**src/rtl/piso_serializer.sv**
```systemverilog
// Parametrised PISO shift register with a one-word holding buffer for gapless
// back-to-back streaming, valid/last-bit flags and a wrapping word counter.
module piso_serializer #(
  parameter int WIDTH     = 8,
  parameter int MSB_FIRST = 1,
  parameter int CNT_W     = 8
) (
  input  logic             CLK,
  input  logic             RST,
  input  logic             LOAD,
  input  logic [WIDTH-1:0] D,
  output logic             READY,
  output logic             Q,
  output logic             Q_VALID,
  output logic             DONE,
  output logic             BUSY,
  output logic [CNT_W-1:0] WORD_CNT
);

  localparam int BC_W = $clog2(WIDTH);
  localparam logic [BC_W-1:0] BC_LAST = BC_W'(WIDTH - 1);

  localparam logic ST_IDLE  = 1'b0;
  localparam logic ST_SHIFT = 1'b1;

  logic             state;
  logic [WIDTH-1:0] sr;
  logic [WIDTH-1:0] hold;
  logic             hold_valid;
  logic [BC_W-1:0]  bc;

  logic             accept;
  logic             last_bit;
  logic [WIDTH-1:0] sr_shifted;

  always_comb begin
    READY    = !hold_valid;
    accept   = LOAD && !hold_valid;
    last_bit = (state == ST_SHIFT) && (bc == BC_LAST);
    if (MSB_FIRST != 0) begin
      sr_shifted = {sr[WIDTH-2:0], 1'b0};
      Q          = (state == ST_SHIFT) && sr[WIDTH-1];
    end else begin
      sr_shifted = {1'b0, sr[WIDTH-1:1]};
      Q          = (state == ST_SHIFT) && sr[0];
    end
    Q_VALID = (state == ST_SHIFT);
    DONE    = last_bit;
    BUSY    = (state == ST_SHIFT) || hold_valid;
  end

  always_ff @(posedge CLK) begin
    if (RST) begin
      state      <= ST_IDLE;
      sr         <= '0;
      hold       <= '0;
      hold_valid <= 1'b0;
      bc         <= '0;
      WORD_CNT   <= '0;
    end else if (state == ST_IDLE) begin
      if (accept) begin
        sr    <= D;
        bc    <= '0;
        state <= ST_SHIFT;
      end
    end else if (!last_bit) begin
      sr <= sr_shifted;
      bc <= bc + BC_W'(1);
      if (accept) begin
        hold       <= D;
        hold_valid <= 1'b1;
      end
    end else begin
      // Last bit: refill from HOLD, else bypass a fresh load, else go idle.
      WORD_CNT <= WORD_CNT + CNT_W'(1);
      bc       <= '0;
      if (hold_valid) begin
        sr         <= hold;
        hold_valid <= 1'b0;
      end else if (accept) begin
        sr <= D;
      end else begin
        state <= ST_IDLE;
      end
    end
  end

endmodule

```
**config.mk**
```make
export PLATFORM = sky130hd
export DESIGN_NAME = piso_serializer
export DESIGN_NICKNAME = d
export VERILOG_FILES = /design/src/rtl/piso_serializer.sv
export SDC_FILE = /design/constraint.sdc
export NUM_CORES = 1
export LEC_CHECK = 0
export ABC_AREA = 1
export CAP_MARGIN = 20
export CORE_ASPECT_RATIO = 0.6
export CORE_MARGIN = 1
export CORE_UTILIZATION = 51
export DETAILED_ROUTE_END_ITERATION = 10
export GPL_ROUTABILITY_DRIVEN = 0
export HOLD_SLACK_MARGIN = 0.02
export PLACE_DENSITY_LB_ADDON = 0.1
export SYNTH_ARGS = -nofsm -noshare
export SYNTH_HDL_FRONTEND = slang
export SYNTH_SLANG_ARGS = --single-unit
```
**constraint.sdc**
```tcl
create_clock -name CLK -period 1.6 [get_ports CLK]
set_input_delay 0.32 -clock CLK [delete_from_list [all_inputs] [get_ports CLK]]
set_output_delay 0.32 -clock CLK [all_outputs]
set_load 0.02 [all_outputs]
```
==> metrics.md <==
| Metric | Value |
|---|---|
| Ranking of synthesized cells by area | dfxtp_1, nor2_1, a21oi_1 |
| Yosys top cell by area | dfxtp_1 |
| Placed inst area | 1660 sq um |
| Crit path buf inv count | 1 |
| Comb power frac | 14.5% |
| Post-Syn Area | 1340 sq um |
| Status | finished, final reports clean |
| Cell count along the critical path | 1 |
| Overflow after GRT | 0 |
| Vias per cell | 5.21 |
| Antenna violations before repair | 0 |
| Worst R2R Path Depth | 9 |
| Most frequent cell after synthesis | nor2_1 |
| Clk slew on worst S/H paths | 60 ps |
| Antenna-violating nets left | 0 |
| Post-Syn Instances | 182 |
| Vias in the first global route | 1119 |
| Fin. Hold Viols | 0 |
| First-pass GRT wire length | 5.04 mm |
| Layout area overhead | 34.5% |
| Setup ws final | 24.1 ps |
| Final setup violation count | 0 |
| Maximum clock insertion buffer count | 2 |
| DRT Pass-1 Iters | 4 |
| Buffers on Ports | 23 |
| Slew HR | 71.0% |
| I/O Pins | 24 |
| WL met2 | 1.41 mm |
| Clk pwr share | 35.8% |
| WL met1 | 1.55 mm |
| Final #Nets | 235 |
| Post-layout util | 77.8% |
| Antenna diode count | 0 |
| Switching Share | 26.2% |
| CP max FO | 3 |
| R2r startpoint | bc[0] |
| Fmax | 0.635 GHz |
| Core box area | 2310 sq um |
| Total track usage | 24.2% |
| Top Family by Delay on Critical Path | buffers and inverters |
| CTS Buf Count | 5 |
| CP max-delay cell | clkdlybuf4s50_1 |
| Die width | 68.1 um |
| # rows | 13 |
| Critical Path Start | WORD_CNT[5] |
| Die ar. | 2840 sq um |
| Vias | 1314 |
| Design area | 1800 sq um |
| Chip height | 41.7 um |
| CTS root buffer | clkbuf_8 |
| Post-synth top cells | nor2_1, dfxtp_1, nand2_1 |
| Pwr/cell area | 880 nW/um^2 |
| Initial Util | 57.9% |
| DR WL/cell | 12.7 um |
| Clock skew | 6.64 ps |
| Worst slack, placed | -137 ps |
| Max-cap viol count | 0 |
| Fillers | 171 |
| Largest net degree at the start of global routing | 17 |
| Fraction of layout cells with a size suffix above 1 | 17.6% |
| Worst Setup Start Kind | flop |
| Hold Path Stages | 2 |
| Final period util | 98.5% |
| Drt initial violations | 101 |
| Number of synthesized flops with an enable pin | 0 |
| Worst Path Required | 1280 ps |
| Worst Path Arrival | 1260 ps |
| Max-slew violations | 0 |
| Mapped Nets | 196 |
| Slew @ Worst Pin | 434 ps |
| Crit-path cells | clkdlybuf4s50_1 |
| Part of the power in registers | 49.7% |
| Clock latency on the worst-skew pair | 280 ps |
| Seq/Total Area, Yosys | 43.4% |
| H-tree Lvls | 2 |
| Final Critical Period | 1580 ps |
| Avg Cell Area, Syn | 7.34 sq um |
| Yosys top cell area share | 43.4% |
| CTS Sinks | 29 |
| P_sw | 0.415 mW |
| Crit-path max cell delay | 620 ps |
| Ys flop type | dfxtp_1 |
| Setup slack, reg-to-reg | 130 ps |
| Worst min-delay path class | reg2reg |
| HP Start | hold[0] |
| Internal Pwr Total | 1.17 mW |
| CTS Hold Bufs | 0 |
| Met3 wire len | 194 um |
| CP endpoint kind | output pin |
| Final HPWL from detailed placement | 2.34 mm |
| Register bit total from synthesis | 29 |
| Yosys Warn Count | 0 |
| Leakage | 0.813 nW |
| Final WL | 3.20 mm |
| Cell variety after synth | 22 |
| Post-synth ARST share | 0% |
| Sum Neg Setup Slack | 0 ps |
| CTS tree | yes |
| Top sig layer | met4 |
| Post-detailed-route DRC marker count | 0 |
| Max rail drop VDD | 0.657 mV |
| Crit Path Class | reg2out |
## power groups by stage
| stage | clock network, mW | registers, mW | logic, mW |
|---|---|---|---|
| finish | 0.566 | 0.785 | 0.230 |
| global route | 0.615 | 0.789 | 0.255 |
| CTS | 0.576 | 0.782 | 0.220 |
| detailed placement | 0 | 0.797 | 0.224 |
| global placement | 0 | 0.794 | 0.219 |
| floorplan | 0 | 0.792 | 0.139 |
## routing by layer
layer | vias up | global-route usage [%]
li1 | 666 | -
met1 | 602 | 34.9
met2 | 40 | 32.9
met3 | 6 | 7.69
met4 | 0 | 9.17
met5 | - | 0
## what timing repair did
item / 4_1_cts / 5_1_grt
cloned: 0 / 0
pin swaps: 0 / 4
endpoints found under the setup margin: 9 / 20
setup buffers: 0 / 0
resized for setup: 14 / 14
## cell families (layout without fill, tap and decap cells)
kind of cell / count (synthesis) / in the layout / share of synthesized area, %
AND/OR/NAND/NOR: 76 / 76 / 25.0
AO/OA/AOI/OAI: 44 / 44 / 18.4
buffers and inverters: 30 / 70 / 10.4
flip-flops: 29 / 29 / 43.4
adder cells (fa/ha/maj): 3 / 3 / 2.81
## per-stage QoR
stage / power, mW / hold WS (ps) / cells
finish: 1.58 / 481 / 252
detailed placement: 1.02 / 454 / 244
global placement: 1.01 / 442 / 244
floorplan: 0.931 / 389 / 182
global route: 1.66 / 509 / 252
CTS: 1.58 / 464 / 252
## sequential cells by signal, indices dropped and copies added (netlist names)
register / flops
Q_VALID: 1
WORD_CNT: 8
hold_valid: 1
bc: 3
sr: 8
hold: 8
## worst paths after layout
kind | end
hold reg to reg | sr[0]
setup reg to reg | hold[3]
hold / removal | sr[0]
setup / recovery | WORD_CNT[5]
## layout by cell type (no fill, tap or decap), types with 2 or more instances in the layout
cell type	n
buf_4	13
buf_6	2
o21ai_0	11
ha_4	2
nor2_1	30
nand2_4	3
inv_2	2
nand2_1	29
inv_1	22
nor2_4	3
clkdlybuf4s50_1	14
nand3_1	8
a21oi_1	23
o211ai_1	7
dfxtp_1	26
clkbuf_8	5
dlygate4sd2_1	8
dfxtp_2	3
clkinv_2	2
## layout make-up
| cell class | count | area, sq um | area share, % |
|---|---|---|---|
| clock buffers | 6 | 72.6 | 4.04 |
| clock inverters | 2 | 10.0 | 0.557 |
| inverters | 25 | 96.3 | 5.36 |
| flip-flops and latches | 29 | 584 | 32.5 |
| well taps | 30 | 37.5 | 2.09 |
| multi-input cells | 123 | 666 | 37.0 |
| repair buffers | 37 | 330 | 18.4 |
Note: power is estimated with default switching activity, not from simulation.
